File: config.mk
export PLATFORM = sky130hd
export DESIGN_NAME = pipe_addsub
export DESIGN_NICKNAME = d
export VERILOG_FILES = /design/src/rtl/alu_pkg.sv /design/src/rtl/addsub_slice.sv /design/src/rtl/pipe_addsub.sv
export SDC_FILE = /design/constraint.sdc
export NUM_CORES = 1
export LEC_CHECK = 0
export ABC_CLOCK_PERIOD_IN_PS = 4360
export CAP_MARGIN = 20
export CELL_PAD_IN_SITES_DETAIL_PLACEMENT = 1
export CELL_PAD_IN_SITES_GLOBAL_PLACEMENT = 1
export CORE_MARGIN = 4
export CORE_UTILIZATION = 43
export DETAILED_ROUTE_END_ITERATION = 10
export PLACE_DENSITY = 0.81
export SLEW_MARGIN = 20
export SYNTH_ARGS = -nofsm -noshare
export SYNTH_HDL_FRONTEND = slang
export SYNTH_HIERARCHICAL = 1
export SYNTH_SLANG_ARGS = --single-unit
export TNS_END_PERCENT = 20
File: constraint.sdc
create_clock -name clk -period 4.36 [get_ports clk]
set_input_delay 0.872 -clock clk [delete_from_list [all_inputs] [get_ports clk]]
set_output_delay 0.872 -clock clk [all_outputs]
set_load 0.02 [all_outputs]
File: src/rtl/alu_pkg.sv
// Shared ALU datapath types: default operand width and the result flag bundle.
package alu_pkg;

  localparam int ALU_WIDTH = 32;

  typedef struct packed {
    logic cout;
    logic ovf;
    logic zero;
  } flags_t;

  localparam flags_t FLAGS_CLR = '{cout: 1'b0, ovf: 1'b0, zero: 1'b0};

endpackage

File: src/rtl/addsub_slice.sv
// Combinational CHUNK-bit ripple adder; also exposes the carry into its top bit
// so the final slice can form signed overflow. Zero latency, no handshake.
module addsub_slice #(
  parameter int CHUNK = 8
) (
  input  logic [CHUNK-1:0] a_i,
  input  logic [CHUNK-1:0] b_i,
  input  logic             cin_i,
  output logic [CHUNK-1:0] sum_o,
  output logic             cout_o,
  output logic             cmsb_o
);

  logic c;

  always_comb begin
    c      = cin_i;
    cmsb_o = cin_i;
    sum_o  = '0;
    for (int i = 0; i < CHUNK; i++) begin
      if (i == CHUNK - 1) cmsb_o = c;
      sum_o[i] = a_i[i] ^ b_i[i] ^ c;
      c        = (a_i[i] & b_i[i]) | (c & (a_i[i] ^ b_i[i]));
    end
    cout_o = c;
  end

endmodule

File: src/rtl/pipe_addsub.sv
// Pipelined add/sub: one CHUNK per stage, carry registered between stages.
// Latency STAGES cycles, 1 op/cycle; a stalled output freezes every stage (in_ready = advance).
module pipe_addsub
  import alu_pkg::*;
#(
  parameter int WIDTH  = ALU_WIDTH,
  parameter int STAGES = 4
) (
  input  logic             clk,
  input  logic             reset_n,
  input  logic             in_valid,
  output logic             in_ready,
  input  logic [WIDTH-1:0] in_a,
  input  logic [WIDTH-1:0] in_b,
  input  logic             in_sub,
  input  logic             in_cin,
  output logic             out_valid,
  input  logic             out_ready,
  output logic [WIDTH-1:0] out_sum,
  output logic             out_cout,
  output logic             out_ovf,
  output logic             out_zero
);

  localparam int CHUNK = WIDTH / STAGES;

  if (WIDTH % STAGES != 0) begin : g_bad_cfg
    $error("pipe_addsub: WIDTH must be a multiple of STAGES");
  end

  logic adv;

  // Index k holds what stage k consumes: operands (B already inverted for sub),
  // incoming carry and the low-order sum chunks finished so far.
  logic             vld_in [STAGES];
  logic             cy_in  [STAGES];
  logic [WIDTH-1:0] a_in   [STAGES];
  logic [WIDTH-1:0] b_in   [STAGES];
  logic [WIDTH-1:0] sum_in [STAGES];

  logic             out_vld_q;
  logic [WIDTH-1:0] out_sum_q;
  flags_t           out_flg_q;

  assign adv      = !out_vld_q || out_ready;
  assign in_ready = adv;

  assign vld_in[0] = in_valid;
  assign a_in[0]   = in_a;
  assign b_in[0]   = in_sub ? ~in_b : in_b;
  assign cy_in[0]  = in_sub | in_cin;
  assign sum_in[0] = '0;

  for (genvar k = 0; k < STAGES; k++) begin : g_stage
    logic [CHUNK-1:0] chunk_sum;
    logic             chunk_cout;
    logic             chunk_cmsb;
    logic [WIDTH-1:0] sum_d;

    addsub_slice #(.CHUNK(CHUNK)) u_slice (
      .a_i    (a_in[k][k*CHUNK +: CHUNK]),
      .b_i    (b_in[k][k*CHUNK +: CHUNK]),
      .cin_i  (cy_in[k]),
      .sum_o  (chunk_sum),
      .cout_o (chunk_cout),
      .cmsb_o (chunk_cmsb)
    );

    always_comb begin
      sum_d                    = sum_in[k];
      sum_d[k*CHUNK +: CHUNK]  = chunk_sum;
    end

    if (k < STAGES - 1) begin : g_mid
      logic             vld_q;
      logic             cy_q;
      logic [WIDTH-1:0] a_q;
      logic [WIDTH-1:0] b_q;
      logic [WIDTH-1:0] sum_q;

      // Bubbles shift along with valid ops; their data is never observed.
      always_ff @(posedge clk or negedge reset_n) begin
        if (!reset_n) begin
          vld_q <= 1'b0;
          cy_q  <= 1'b0;
          a_q   <= '0;
          b_q   <= '0;
          sum_q <= '0;
        end else if (adv) begin
          vld_q <= vld_in[k];
          cy_q  <= chunk_cout;
          a_q   <= a_in[k];
          b_q   <= b_in[k];
          sum_q <= sum_d;
        end
      end

      assign vld_in[k+1] = vld_q;
      assign cy_in[k+1]  = cy_q;
      assign a_in[k+1]   = a_q;
      assign b_in[k+1]   = b_q;
      assign sum_in[k+1] = sum_q;
    end else begin : g_last
      flags_t flg_d;

      always_comb begin
        flg_d = '{cout: chunk_cout, ovf: chunk_cout ^ chunk_cmsb, zero: (sum_d == '0)};
      end

      // Result registers load only for a real op so bubbles leave the last result visible.
      always_ff @(posedge clk or negedge reset_n) begin
        if (!reset_n) begin
          out_vld_q <= 1'b0;
          out_sum_q <= '0;
          out_flg_q <= FLAGS_CLR;
        end else if (adv) begin
          out_vld_q <= vld_in[k];
          if (vld_in[k]) begin
            out_sum_q <= sum_d;
            out_flg_q <= flg_d;
          end
        end
      end
    end
  end

  assign out_valid = out_vld_q;
  assign out_sum   = out_sum_q;
  assign out_cout  = out_flg_q.cout;
  assign out_ovf   = out_flg_q.ovf;
  assign out_zero  = out_flg_q.zero;

endmodule

After elaboration in Yosys (flattened, before gate mapping)
Cells that the tools add are included.
{"block": "op_classes", "n_reduce_logical": 4, "muxes": 1, "bitwise": 163}
{"operator": "$xor 1x1->1", "count": 65}
{"operator": "$and 1x1->1", "count": 64}
{"operator": "$or 1x1->1", "count": 33}
{"operator": "$logic_not 32->1", "count": 1}
{"operator": "$mux 32", "count": 1}
{"operator": "$not 32->32", "count": 1}
{"operator": "$reduce_and 2->1", "count": 1}
{"operator": "$logic_not 1->1", "count": 1}
{"operator": "$logic_or 1x1->1", "count": 1}
{"block": "totals", "reg_bits": 282, "output_inout_bits": 37, "elab_cells": 188}

Longest topological paths before layout
{"block": "logic_depth", "word_depth": 19, "depth_mapped": 17, "mapped_depth_nobuf": 15}

Cells and area by module
The synthesis kept the hierarchy.
{"module": "pipe_addsub", "area_per_inst_um2": 7408.4, "cells_per_inst": 737, "instances": 1, "seq_area_each_um2": 4654.5}
{"module": "addsub_slice", "area_per_inst_um2": 197.7, "cells_per_inst": 18, "instances": 4, "seq_area_each_um2": 0.0}

Least setup slack after synthesis
Ideal clock, no wire load.
{"block": "synth_timing", "kind": "input -> register", "from": "input in_sub", "to": "register g_stage[0].g_mid.sum_q[7]", "arrival_ns": 4.360, "path_buffers": 2, "path_stages": 17, "setup_ns": 0.117, "path_slack_ns": -0.116, "required_time_ns": 4.243, "path_cell_list": "buf_2 buf_4 or2_2 fa_1 inv_1 fa_1 inv_1 fa_1 fa_1 fa_1 fa_1 inv_1 fa_1 inv_1 fa_1 nand2_1 nand2_1"}
{"element": "from (decl)", "line_no": "pipe_addsub.sv:15", "text": "input logic in_sub,"}
{"element": "to (signal assigned)", "line_no": "pipe_addsub.sv:94", "text": "sum_q <= sum_d;"}
{"element": "to (decl)", "line_no": "pipe_addsub.sv:79", "text": "logic [WIDTH-1:0] sum_q;"}

==> flow_metrics.env <==
export IMPL_start_util=0.4383
export IMPL_post_drt_wl_per_cell_um=15.66
export IMPL_async_flop_share=1.000
export IMPL_worst_slew_pin_slew_ps=853.7
export IMPL_drc_errors=0
export IMPL_grt_pass1_wl_um=30110
export IMPL_std_cell_rows=50
export IMPL_synth_edff_count=0
export IMPL_nets=1003
export IMPL_syn_inst=809
export IMPL_core_um2=18710
export IMPL_peakVddDrop_mv=0.3661
export IMPL_syn_nets=911
export IMPL_post_cts_repair_setup_buffers=0
export IMPL_synth_top_area_frac=0.5677
export IMPL_synth_avg_cell_area_um2=10.13
export IMPL_powerDensity_nw_per_um2=740.7
export IMPL_ys_seq_elements=186
export IMPL_yosysWarnings=6
export IMPL_synthTopCellsByArea="dfrtp_1 (57%), nand2_1 (18%), fa_1 (7.8%)"
export IMPL_fmax_mhz=237.3
export IMPL_synthMostInstantiatedCell="nand2_1"
export IMPL_start_kind="input port"
export IMPL_postLayoutCellArea_um2=9983
export IMPL_ant_nets=0
export IMPL_max_stage_delay_ps=470
export IMPL_dpl_hpwl_um=12290
export IMPL_holdBufCountCts=0
export IMPL_final_cells=1148
export IMPL_cts_made_buffers=17
export IMPL_hp_class="reg -> reg"
export IMPL_path_cells="clkdlybuf4s50_1 > or2_2 > fa_1 > inv_1 > fa_1 > inv_1 > fa_1 > fa_2 > fa_2 > fa_1 > inv_1 > fa_1 > inv_1 > fa_1 > nand2_1 > nand2_1"
export IMPL_die_h_um=146.1
export IMPL_viasPerCell=4.754
export IMPL_die_area_um2=21340
export IMPL_clk_pin_slew_ps=70
export IMPL_rsz0062_at_grt="false"
export IMPL_place_gp_congestion=0.7456
export IMPL_skew_ps=11.59
export IMPL_cp_required_ps=4730
export IMPL_finalHoldViolCount=0
export IMPL_finalSetupViolCount=0
export IMPL_vias=5458
export IMPL_tns_ps=0
export IMPL_max_slew_margin_rel=0.4308
export IMPL_drv_slew=0
export IMPL_synth_commonest_cells="nand2_1 (401), dfrtp_1 (186), inv_1 (41)"
export IMPL_firstDrtPassIters=4
export IMPL_grt_max_degree=176
export IMPL_cts_sinks=186
export IMPL_synth_flop_cell="dfrtp_1"
export IMPL_cpMostUsedCell="fa_1"
export IMPL_place_inst=1116
export IMPL_antenna_found_initial=0
export IMPL_ios=107
export IMPL_grt_pass1_vias=5791
export IMPL_hold_end="g_stage[1].g_mid.b_q[17]"
export IMPL_drt_iter0_markers=280
export IMPL_critPathKind="in -> reg"
export IMPL_worstRegToRegCells=15
export IMPL_min_from="g_stage[1].g_mid.b_q[17]"
export IMPL_cts_tree="done"
export IMPL_status="finished, final reports clean"
export IMPL_io_buffers=106
export IMPL_finalCriticalPeriod_ps=4214
export IMPL_clk_path_buf_depth=2
export IMPL_crit_arrival_ps=4580
export IMPL_h_tree_depth=4
export IMPL_holdPathStages=2
export IMPL_cap_violations=0
export IMPL_ys_seq_area_frac=0.5677
export IMPL_drive_gt1_frac=0.08753
export IMPL_gr_usage_all_layers=0.1753
export IMPL_grt_overflow_total=0
export IMPL_crit_buf_inv=5
export IMPL_dpl_cell_area_um2=9399
export IMPL_rrSetupSlack_ps=240
export IMPL_area_delta_synth_final_pct=21.76
export IMPL_dieWidth_um=146.1
export IMPL_endpoint_kind="flop"
export IMPL_cts_root_buf="clkbuf_16"
export IMPL_path_max_fanout=1
export IMPL_power_leakage_nw=4.965
export IMPL_n_antenna_cell=0
export IMPL_yosysUniqueCellTypes=20
export IMPL_power_mw=7.395
export IMPL_fin_crit_sh=0.9665
export IMPL_cts_resized=0
export IMPL_synth_area_um2=8199
export IMPL_clk_insertion_delay_late_ps=430
export IMPL_yosysTopAreaCell="dfrtp_1"
export IMPL_cp_slowest_cell="fa_1"
export IMPL_r2r_start="g_stage[2].g_mid.a_q[24]"
export IMPL_path_depth=16
export IMPL_path_delay_family="adder cells"
export IMPL_routed_wirelength_um=17980
export IMPL_r2r_end="out_zero"
==> state kept, by name (all words and copies together) (netlist names) <==
| signal | cells |
|---|---|
| g_stage.g_mid.cy_q | 3 |
| out_zero | 1 |
| out_ovf | 1 |
| g_stage.g_mid.vld_q | 3 |
| out_cout | 1 |
| g_stage.g_mid.sum_q | 48 |
| out_valid | 1 |
| out_sum | 32 |
| g_stage.g_mid.a_q | 48 |
| g_stage.g_mid.b_q | 48 |
==> worst register-to-register path: cells and delay by family (launching register included) <==
kind / cells / cell delay (ps)
AOI/OAI and AO/OA: 1 / 210
adders and majority gates: 8 / 2740
buffers and inverters: 4 / 280
DFF: 1 / 400
and+or+nand+nor: 2 / 390
==> report_power, final <==
| group | internal, mW | switching (mW) |
|---|---|---|
| registers | 2.49 | 0.520 |
| clock network | 0.810 | 0.717 |
| logic | 1.30 | 1.55 |
==> cell families (layout without fill, tap and decap cells) <==
kind of cell,after synthesis,in the layout,synth area share
flip-flops,186,186,0.5677
AND/OR/NAND/NOR,414,414,0.1961
XOR/XNOR,33,33,0.03525
multiplexers,33,33,0.05814
buffers and inverters,82,187,0.04670
adder cells (fa/ha/maj),32,32,0.07813
AO/OA/AOI/OAI,29,29,0.01801
==> metrics by stage <==
stage / utilization / hold slack, ps / setup WS, ps
after global placement: 0.5025 / 450.1 / -166.8
after detailed placement: 0.5025 / 455.5 / -275.1
after CTS: 0.5337 / 471.4 / 154.2
after floorplan: - / 438.6 / -5.056
final: 0.5337 / 466.3 / 146.0
after global routing: 0.5337 / 490.7 / 15.33
==> how the worst max path moves through the flow <==
stage	slack, ps	startpoint	to
floorplan	-5	in_sub	g_stage[0].g_mid.sum_q[7]
global placement	-170	in_cin	g_stage[0].g_mid.sum_q[7]
detailed placement	-280	in_cin	g_stage[0].g_mid.sum_q[7]
CTS	150	in_cin	g_stage[0].g_mid.sum_q[7]
global route	20	g_stage[2].g_mid.a_q[24]	out_zero
finish	150	in_cin	g_stage[0].g_mid.sum_q[7]
==> placed cells by master, fill, tap and decap left out, types with 17 or more instances in the layout <==
| cell | count |
|---|---|
| o21ai_0 | 28 |
| mux2_4 | 28 |
| inv_1 | 41 |
| xnor2_1 | 25 |
| dfrtp_1 | 186 |
| clkdlybuf4s50_1 | 104 |
| nand2_1 | 401 |
| clkbuf_16 | 17 |
| fa_1 | 30 |
==> final cells by class <==
type                       count  area (µm²)
sequential                   186        4654
clock inverter                15       158.9
tap                          234       292.8
timing repair buffer         113        1125
clock buffer                  17       425.4
fill                        2051        8722
inverter                      42       160.2
multi-input combinational    541        3167
==> metal layers <==
metal / GRT usage / share of wire / wire [µm] / up-vias
met5: 0 / 0 / 0 / -
met4: 0.05221 / 0.0092 / 166 / 0
met3: 0.02793 / 0.027 / 482 / 14
met2: 0.2822 / 0.49 / 8732 / 94
met1: 0.2484 / 0.48 / 8596 / 2698
li1: - / - / - / 2652
Power figures use the tool's default switching activity.
